File: config.mk
export PLATFORM = sky130hd
export DESIGN_NAME = lag_meter
export DESIGN_NICKNAME = d
export VERILOG_FILES = /design/src/rtl/lag_pkg.sv /design/src/rtl/lag_meter_crossing_qual.sv /design/src/rtl/lag_meter.sv
export SDC_FILE = /design/constraint.sdc
export NUM_CORES = 1
export LEC_CHECK = 0
export ABC_AREA = 0
export CORE_MARGIN = 4
export CORE_UTILIZATION = 50
export CTS_CLUSTER_DIAMETER = 40
export DETAILED_ROUTE_END_ITERATION = 12
export HOLD_SLACK_MARGIN = 0.06
export PLACE_DENSITY_LB_ADDON = 0.08
export SLEW_MARGIN = 15
export SYNTH_ARGS = -nofsm -noshare
export SYNTH_HDL_FRONTEND = slang
export SYNTH_SLANG_ARGS = --single-unit
File: constraint.sdc
create_clock -name clk -period 3.7 [get_ports clk]
set_input_delay 0.37 -clock clk [delete_from_list [all_inputs] [get_ports clk]]
set_output_delay 0.37 -clock clk [all_outputs]
set_load 0.005 [all_outputs]
File: src/rtl/lag_pkg.sv
// Shared types and constants for the display lag meter.
package lag_pkg;

  // Default width of the cycle counter and result fields.
  localparam int CNT_W_DEF = 32;

  // Widest counter the all-ones helper can describe.
  localparam int CNT_W_MAX = 64;

  // Measurement sequencer states.
  typedef enum logic [1:0] {
    IDLE    = 2'd0,
    WAIT_LO = 2'd1,
    WAIT_HI = 2'd2,
    DONE    = 2'd3
  } state_e;

  // Value reported for a result field that was never measured.
  function automatic logic [CNT_W_MAX-1:0] all_ones(input int w);
    logic [CNT_W_MAX-1:0] m;
    m = '0;
    for (int i = 0; i < CNT_W_MAX; i++) begin
      if (i < w) m[i] = 1'b1;
    end
    return m;
  endfunction

endpackage

File: src/rtl/lag_meter_crossing_qual.sv
// Threshold crossing qualifier: flags the sample that completes a crossing
// and supplies the cycle stamp that crossing should be reported with.
// Optional build macro LAG_CONFIRM_EN: a crossing needs two consecutive
// valid samples at or above the threshold, stamped at the first of the pair.
module crossing_qual
  import lag_pkg::*;
#(
  parameter int CNT_W = CNT_W_DEF
) (
`ifdef LAG_CONFIRM_EN
  input  logic             clk_i,
  input  logic             reset_i,
`endif
  input  logic             arm_i,
  input  logic [7:0]       sample_i,
  input  logic             sample_valid_i,
  input  logic [7:0]       threshold_i,
  input  logic [CNT_W-1:0] cnt_i,
  output logic             hit_o,
  output logic [CNT_W-1:0] hit_ts_o
);

  logic ge;
  assign ge = sample_valid_i && (sample_i >= threshold_i);

`ifdef LAG_CONFIRM_EN
  logic             cand_q;
  logic [CNT_W-1:0] cand_ts_q;

  // Hold a pending candidate until the next valid sample confirms or drops it.
  always_ff @(posedge clk_i) begin
    if (reset_i || !arm_i) begin
      cand_q    <= 1'b0;
      cand_ts_q <= '0;
    end else if (sample_valid_i) begin
      if (cand_q) begin
        cand_q <= 1'b0;
      end else begin
        cand_q    <= ge;
        cand_ts_q <= cnt_i;
      end
    end
  end

  assign hit_o    = arm_i && cand_q && ge;
  assign hit_ts_o = cand_ts_q;
`else
  assign hit_o    = arm_i && ge;
  assign hit_ts_o = cnt_i;
`endif

endmodule

File: src/rtl/lag_meter.sv
// Display input-lag / response-time meter fed by ambient-light samples.
// Build macro LAG_CONFIRM_EN selects two-sample crossing confirmation.
//
// state   | meaning
// --------+-------------------------------------------------------------
// IDLE    | waiting for a stimulus trigger
// WAIT_LO | counting cycles until light reaches the low threshold
// WAIT_HI | counting cycles until light reaches the high threshold
// DONE    | publish result fields and pulse result_valid for one cycle
module lag_meter
  import lag_pkg::*;
#(
  parameter int          CNT_W       = CNT_W_DEF,
  parameter int unsigned TIMEOUT_CYC = 100_000_000
) (
  input  logic             clk,
  input  logic             reset,
  input  logic [7:0]       sample,
  input  logic             sample_valid,
  input  logic             trigger,
  input  logic [7:0]       thr_lo,
  input  logic [7:0]       thr_hi,
  output logic             busy,
  output logic [CNT_W-1:0] lag_cycles,
  output logic [CNT_W-1:0] rise_cycles,
  output logic             timeout,
  output logic             result_valid
);

  localparam logic [CNT_W-1:0] TO_CNT = CNT_W'(TIMEOUT_CYC);
  localparam logic [CNT_W-1:0] ONES   = CNT_W'(all_ones(CNT_W));

  state_e           state_q;
  logic [CNT_W-1:0] cnt_q;
  logic [7:0]       thr_lo_q;
  logic [7:0]       thr_hi_q;
  logic [CNT_W-1:0] lag_q;
  logic [CNT_W-1:0] rise_q;
  logic [CNT_W-1:0] t_lo_q;
  logic             to_flag_q;

  logic             busy_q;
  logic [CNT_W-1:0] lag_cycles_q;
  logic [CNT_W-1:0] rise_cycles_q;
  logic             timeout_q;
  logic             result_valid_q;

  logic             arm_lo;
  logic             arm_hi;
  logic             lo_hit;
  logic             hi_hit;
  logic [CNT_W-1:0] lo_ts;
  logic [CNT_W-1:0] hi_ts;

  // The high qualifier also watches during WAIT_LO so a sample that clears
  // both thresholds at once finishes the measurement with zero rise time.
  assign arm_lo = (state_q == WAIT_LO);
  assign arm_hi = (state_q == WAIT_LO) || (state_q == WAIT_HI);

  crossing_qual #(.CNT_W(CNT_W)) u_qual_lo (
`ifdef LAG_CONFIRM_EN
    .clk_i          (clk),
    .reset_i        (reset),
`endif
    .arm_i          (arm_lo),
    .sample_i       (sample),
    .sample_valid_i (sample_valid),
    .threshold_i    (thr_lo_q),
    .cnt_i          (cnt_q),
    .hit_o          (lo_hit),
    .hit_ts_o       (lo_ts)
  );

  crossing_qual #(.CNT_W(CNT_W)) u_qual_hi (
`ifdef LAG_CONFIRM_EN
    .clk_i          (clk),
    .reset_i        (reset),
`endif
    .arm_i          (arm_hi),
    .sample_i       (sample),
    .sample_valid_i (sample_valid),
    .threshold_i    (thr_hi_q),
    .cnt_i          (cnt_q),
    .hit_o          (hi_hit),
    .hit_ts_o       (hi_ts)
  );

  // Measurement sequencer with registered result outputs.
  always_ff @(posedge clk) begin
    if (reset) begin
      state_q        <= IDLE;
      cnt_q          <= '0;
      thr_lo_q       <= '0;
      thr_hi_q       <= '0;
      lag_q          <= '0;
      rise_q         <= '0;
      t_lo_q         <= '0;
      to_flag_q      <= 1'b0;
      busy_q         <= 1'b0;
      lag_cycles_q   <= '0;
      rise_cycles_q  <= '0;
      timeout_q      <= 1'b0;
      result_valid_q <= 1'b0;
    end else begin
      result_valid_q <= 1'b0;
      case (state_q)
        IDLE: begin
          if (trigger) begin
            thr_lo_q  <= thr_lo;
            thr_hi_q  <= thr_hi;
            cnt_q     <= CNT_W'(1);
            to_flag_q <= 1'b0;
            busy_q    <= 1'b1;
            state_q   <= WAIT_LO;
          end
        end
        WAIT_LO: begin
          cnt_q <= cnt_q + CNT_W'(1);
          // Timeout wins so every reported stamp stays below TO_CNT.
          if (cnt_q == TO_CNT) begin
            lag_q     <= ONES;
            rise_q    <= ONES;
            to_flag_q <= 1'b1;
            state_q   <= DONE;
          end else if (lo_hit) begin
            lag_q  <= lo_ts;
            t_lo_q <= lo_ts;
            if (hi_hit || (thr_hi_q <= thr_lo_q)) begin
              rise_q  <= '0;
              state_q <= DONE;
            end else begin
              state_q <= WAIT_HI;
            end
          end
        end
        WAIT_HI: begin
          cnt_q <= cnt_q + CNT_W'(1);
          if (cnt_q == TO_CNT) begin
            rise_q    <= ONES;
            to_flag_q <= 1'b1;
            state_q   <= DONE;
          end else if (hi_hit) begin
            rise_q  <= hi_ts - t_lo_q;
            state_q <= DONE;
          end
        end
        DONE: begin
          lag_cycles_q   <= lag_q;
          rise_cycles_q  <= rise_q;
          timeout_q      <= to_flag_q;
          result_valid_q <= 1'b1;
          busy_q         <= 1'b0;
          state_q        <= IDLE;
        end
        default: state_q <= IDLE;
      endcase
    end
  end

  assign busy         = busy_q;
  assign lag_cycles   = lag_cycles_q;
  assign rise_cycles  = rise_cycles_q;
  assign timeout      = timeout_q;
  assign result_valid = result_valid_q;

endmodule
==> impl_metrics.csv, run 1 <==
group,metric,value,unit
cts,post_cts_buffers,0,
sta,slew_headroom,0.291,
sta,clock.fmax,324,MHz
worst_setup_path,cp_data_required_time,4.16,ns
power,finalPower,7.59,mW
drt,drtPass1Iterations,4,
drt,routed_wirelength,24.9,mm
power,pwr-share-clk,0.412,
power,p_comb_frac,0.234,
die,start_util,0.514,
synthesis,synth_edf_count,0,
grt,grt.total_usage,0.208,
cts,clock_path_buffers,3,
power,p_per_area,595,mW/mm^2
grt,overflow,0,
drt,wl_per_cell,15.8,um
synthesis,synthDistinctLibCells,71,
power,p_int,5.24,mW
power,pwr-share-seq,0.354,
die,dieWidth,153,um
sta,fin_setup_tns,0,ns
power,vdd_drop_max,0.342,mV
worst_setup_path,path_cells,"nor4bb_1 > nand4_1 > or3_1 > a31oi_4 > buf_4 > nor2_1 > a311oi_2",
cts,clkTransAtPathRegs,0.06,ns
cts,cts_made_buffers,31,
worst_setup_path,cp_max_fo,20,
power,p_sw_frac,0.310,
synthesis,avgSynthCellArea,8.65,um^2
die,pin_count,95,
finish,layout.cells.non_filler,1576,
drt,dr_wl_met2,10.2,mm
finish,layout_common_cells,"dfxtp_1, nand2_1, nor2_1",
sta,fin_ws,0.617,ns
outcome,status,"finished clean",
place,io_buffers,94,
synthesis,synth_top_flop_cell,"dfxtp_1",
run,max_cap_viol_count,0,
sta,worstMarginPinSlew,1.06,ns
sta,hold_viol,0,
worst_setup_path,slowest_delay,0.64,ns
drt,routed_via_density,5.48,
power,p_leak,4.74,nW
die,dieHeight,153,um
worst_setup_path,path_class,"reg2reg",
drt,dr.max_layer_used,"met4",
cts,clock_tree.root_cell,"clkbuf_16",
worst_setup_path,crit_arrival,3.54,ns
place,dpl.hpwl,17.4,mm
die,coreArea,0.0204,mm^2
cts,cts.sinks,214,
grt,grt_max_degree,78,
cts,ctsResizeCount,0,
synthesis,syn_inst,1214,
finish,final_common_cell,"dfxtp_1",
drt,dr_wl_met3,1.07,mm
power,p_switching,2.35,mW
sta,fin_skew,0.0171,ns
finish,area.growth.synth_to_final,21.5,%
synthesis,synth_fp_nets,1304,
place,dpl_worst_slack,0.426,ns
worst_setup_path,critPathTopFamily,"simple AND/OR/NAND/NOR gates",
finish,fillers,1861,
place,place_inst,1519,
synthesis,async_flop_share,0,
cts,htreeDepth,1,
synthesis,ys_seq_elements,214,
sta,final.period_utilization,0.833,
drt,drc_errors,0,
drt,wl_met1,13.3,mm
worst_setup_path,cpMaxStageDelayCell,"or3_1",
die,dieArea,0.0234,mm^2
sta,drv_slew,0,
finish,drive_gt1_frac,0.100,
cts,cts_tree,"built",
drt,antenna_left,0,
grt,grt_pass1_vias,8004,
hold_path,min_path_type,"in2reg",
drt,num_vias,8634,
synthesis,synth_area,0.0105,mm^2
die,rows,52,
worst_setup_path,cp-start-kind,"flip-flop",
drt,drt_iter0_drc,498,
worst_setup_path,end_kind,"flip-flop",
cts,hold_buffers,0,
grt,antenna_found_initial,0,
sta,period_needed,3.08,ns
place,gp_congestion,0.871,
sta,rsz0062_at_grt,"no",
sta,setup_viol,0,
synthesis,yosys_warnings,0,
finish,final_net_count,1372,
synthesis,ys_seq_area_frac,0.408,
grt,grt_pass1_wl,41.9,mm
worst_setup_path,critPathBufInv,1,
finish,num_antenna_cells,0,
cts,clock_latency,0.55,ns
sta,fin_hold_ws,0.294,ns
[power groups by stage]
stage / Combinational, mW / Sequential, mW / Clock, mW
2_1_floorplan: 1.34 / 2.68 / 0
3_3_place_gp: 1.74 / 2.73 / 0
3_5_place_dp: 1.77 / 2.73 / 0
4_1_cts: 1.78 / 2.69 / 3.16
5_1_grt: 1.99 / 2.72 / 3.29
6_report: 1.78 / 2.69 / 3.12
[path summary, 6_finish.rpt]
path | startpoint | cells after the start | slack, ns | endpoint
max | cnt_q[26] | 7 | 0.62 | rise_q[0]
max reg2reg | cnt_q[26] | 7 | 0.62 | rise_q[0]
min | reset | 3 | 0.29 | rise_q[23]
min reg2reg | t_lo_q[18] | 2 | 0.45 | t_lo_q[18]
[worst register-to-register path: stages, from the launching register on]
cell and delay [ns]:
dfxtp_1 0.46, nor4bb_1 0.50, nand4_1 0.20, or3_1 0.64
a31oi_4 0.62, buf_4 0.29, nor2_1 0.06, a311oi_2 0.22
[area by class of cell]
type                       count  area (um^2)  area share
inverter                      65          244      0.0191
sequential                   214         4280       0.336
tap                          270          338      0.0265
timing repair buffer         112         1100      0.0861
clock inverter                23          307      0.0240
clock buffer                  34          817      0.0640
multi-input combinational    858         5670       0.445
[registers in the layout, summed over array words and instances (netlist names)]
| name | cells |
|---|---|
| result_valid | 1 |
| rise_cycles | 32 |
| busy | 1 |
| t_lo_q | 32 |
| lag_cycles | 32 |
| thr_hi_q | 8 |
| thr_lo_q | 8 |
| lag_q | 32 |
| cnt_q | 32 |
| timeout | 1 |
| to_flag_q | 1 |
| rise_q | 32 |
| state_q | 2 |
[cells in the mapped netlist (3+ instances only)]
master | count | area [um^2]
o211ai_1 | 4 | 30.0
ha_1 | 61 | 763
a211oi_2 | 3 | 37.5
and4_1 | 5 | 43.8
nand4_1 | 15 | 93.8
xnor2_1 | 15 | 131
mux2i_1 | 70 | 701
or3_1 | 10 | 62.6
o21a_1 | 6 | 45.0
and2_1 | 3 | 18.8
o21ai_0 | 45 | 225
o221ai_1 | 4 | 35.0
xor2_1 | 26 | 228
nand2_1 | 145 | 544
a31oi_1 | 6 | 37.5
nor3b_1 | 3 | 22.5
a21oi_1 | 112 | 561
o31ai_1 | 4 | 30.0
o21ai_1 | 5 | 25.0
nor2_1 | 131 | 492
nor3_1 | 13 | 65.1
a21o_1 | 12 | 90.1
and3_1 | 9 | 56.3
nor2b_1 | 10 | 62.6
nand2b_1 | 4 | 25.0
a41oi_1 | 3 | 26.3
clkbuf_1 | 50 | 188
o2111ai_1 | 5 | 43.8
buf_2 | 15 | 75.1
dfxtp_1 | 214 | 4280
buf_1 | 8 | 30.0
buf_4 | 3 | 22.5
inv_1 | 64 | 240
a211oi_1 | 14 | 105
nor4_1 | 4 | 25.0
nand3_1 | 24 | 120
o21bai_1 | 8 | 60.1
o221a_2 | 35 | 394
[stage by stage]
stage,area [um^2],utilization
6_report,12800,0.625
5_1_grt,12800,0.625
4_1_cts,12800,0.625
3_5_place_dp,11600,0.570
3_3_place_gp,11600,0.570
2_1_floorplan,10500,-
[logic make-up (layout without fill, tap and decap cells)]
| logic type | count (synthesis) | count (layout) | synth area share |
|---|---|---|---|
| simple gates | 386 | 386 | 0.166 |
| compound gates | 298 | 298 | 0.195 |
| flops | 214 | 214 | 0.408 |
| buf+inv | 142 | 234 | 0.0543 |
| mux | 71 | 71 | 0.0678 |
| fa+ha+maj | 62 | 62 | 0.0746 |
| xor+xnor | 41 | 41 | 0.0342 |
[routing by layer]
layer  track usage  up-vias
met5             0        -
met4        0.0429        0
met3        0.0300       22
met2         0.302      187
met1         0.328     3972
li1              -     4453
(Power assumes the default switching activity.)
==> inputs of run 2 (changes only) <==
clock period = 2.95 ns   (was 3.7 ns; I/O delays follow)
==> run 2 against run 1 <==
Effect of this change: critical endpoint is now rise_q[28]; largest cell class unchanged; via count up 2.5%; highest routed layer unchanged; register-to-register slack got worse by 0.38 ns; wire length grew 3.7%; design area rose by 2.3%; critical path type unchanged; sequential share of layout area fell by 0.76 points; largest power group unchanged; combinational power grew 31%.
==> impl_metrics.csv, run 2 (synthesis gave the netlist of run 1 again) <==
group,metric,value,unit
worst_setup_path,reg2regPathDepth,12,
hold_path,holdPathStages,4,
sta,final.period_utilization,0.920,
worst_setup_path,cp_data_required_time,3.41,ns
cts,hold_buffers,0,
finish,layout_common_cells,"dfxtp_1, nand2_1, nor2_1",
place,dpl.hpwl,18.2,mm
worst_setup_path,end_kind,"flip-flop",
cts,clock_path_buffers,3,
sta,fin_setup_tns,0,ns
place,gp_congestion,0.874,
cts,clock_tree.root_cell,"clkbuf_16",
worst_setup_path,cpMaxStageDelayCell,"a2111o_1",
grt,grt.total_usage,0.218,
die,pin_count,95,
worst_setup_path,path_class,"reg2reg",
cts,clock_latency,0.56,ns
drt,drt_iter0_drc,470,
drt,num_vias,8848,
drt,wl_per_cell,16.0,um
die,dieArea,0.0234,mm^2
cts,htreeDepth,1,
finish,final_core_util,0.639,
power,vdd_drop_max,0.562,mV
power,p_per_area,721,mW/mm^2
grt,antenna_found_initial,0,
grt,grt_pass1_vias,8546,
worst_setup_path,crit_top_cell,"inv_1",
finish,num_antenna_cells,0,
sta,rsz0062_at_grt,"no",
drt,drtPass1Iterations,4,
sta,clock.fmax,368,MHz
sta,setup_viol,0,
drt,antenna_left,0,
worst_setup_path,critPathBufInv,2,
sta,hold_viol,0,
drt,routed_via_density,5.47,
finish,final_net_count,1413,
worst_setup_path,critPathTopFamily,"compound AO/OA/AOI/OAI gates",
finish,drive_gt1_frac,0.129,
grt,grt_pass1_wl,44.0,mm
finish,area.growth.synth_to_final,24.3,%
sta,fin_hold_ws,0.256,ns
worst_setup_path,crit_cells,12,
finish,final_common_cell,"dfxtp_1",
sta,drv_slew,0,
grt,overflow,0,
outcome,status,"finished clean",
sta,slew_headroom,0.299,
drt,routed_wirelength,25.9,mm
die,dieWidth,153,um
worst_setup_path,crit_arrival,3.17,ns
grt,grt_max_degree,96,
cts,cts.sinks,214,
finish,fin_area,0.0131,mm^2
worst_setup_path,cp-start-kind,"flip-flop",
hold_path,min_path_type,"in2reg",
cts,clkTransAtPathRegs,0.06,ns
sta,period_needed,2.71,ns
place,placed_area,0.0120,mm^2
worst_setup_path,slowest_delay,0.35,ns
finish,fillers,1844,
worst_setup_path,cp_max_fo,3,
die,start_util,0.514,
die,dieHeight,153,um
die,coreArea,0.0204,mm^2
run,max_cap_viol_count,0,
cts,cts_made_buffers,31,
sta,worstMarginPinSlew,1.05,ns
worst_setup_path,path_cells,"inv_1 > ha_1 > inv_1 > fa_2 > a21o_1 > a221o_1 > nand4_1 > a311o_1 > a31oi_2 > o211a_1 > a2111o_1 > o311ai_1",
sta,fin_skew,0.0212,ns
cts,ctsResizeCount,0,
die,rows,52,
power,p_leak,4.93,nW
drt,drc_errors,0,
cts,post_cts_buffers,0,
cts,cts_tree,"built",
place,io_buffers,94,
run 2: layer usage:
metal | global-route usage | up-vias | share of wire
li1 | - | 4521 | -
met1 | 0.338 | 4079 | 0.52
met2 | 0.322 | 204 | 0.41
met3 | 0.0288 | 44 | 0.046
met4 | 0.0505 | 0 | 0.020
met5 | 0 | - | 0
run 2: final cells by class:
class	instances	area, um^2	share of cell area
clock buffers	37	838	0.0642
clock inverters	21	234	0.0179
inverters	65	244	0.0187
multi-input cells	858	5690	0.436
flip-flops and latches	214	4280	0.328
well taps	270	338	0.0259
repair buffers	153	1430	0.110
run 2: final timing paths:
| kind | slack [ns] | end | start |
|---|---|---|---|
| min | 0.26 | lag_q[20] | reset |
| min reg2reg | 0.45 | t_lo_q[20] | t_lo_q[20] |
| max | 0.24 | rise_q[28] | cnt_q[0] |
| max reg2reg | 0.24 | rise_q[28] | cnt_q[0] |
run 2: tightest hold or removal path, stage by stage:
cell     delay [ns]
buf_4          0.09
inv_1          0.03
buf_4          0.20
o221a_2        0.14
run 2: through the flow:
stage	std cells	setup WS (ns)	power [mW]
after floorplan	1214	0.273	5.04
after global placement	1560	0.129	5.67
after detailed placement	1560	0.0101	5.72
after CTS	1618	0.201	9.49
after global routing	1618	0.0227	9.92
final	1618	0.235	9.41
run 2: power by group:
group / internal [mW] / switching, mW
clock: 2.26 / 1.47
combinational: 0.961 / 1.37
sequential: 3.17 / 0.183
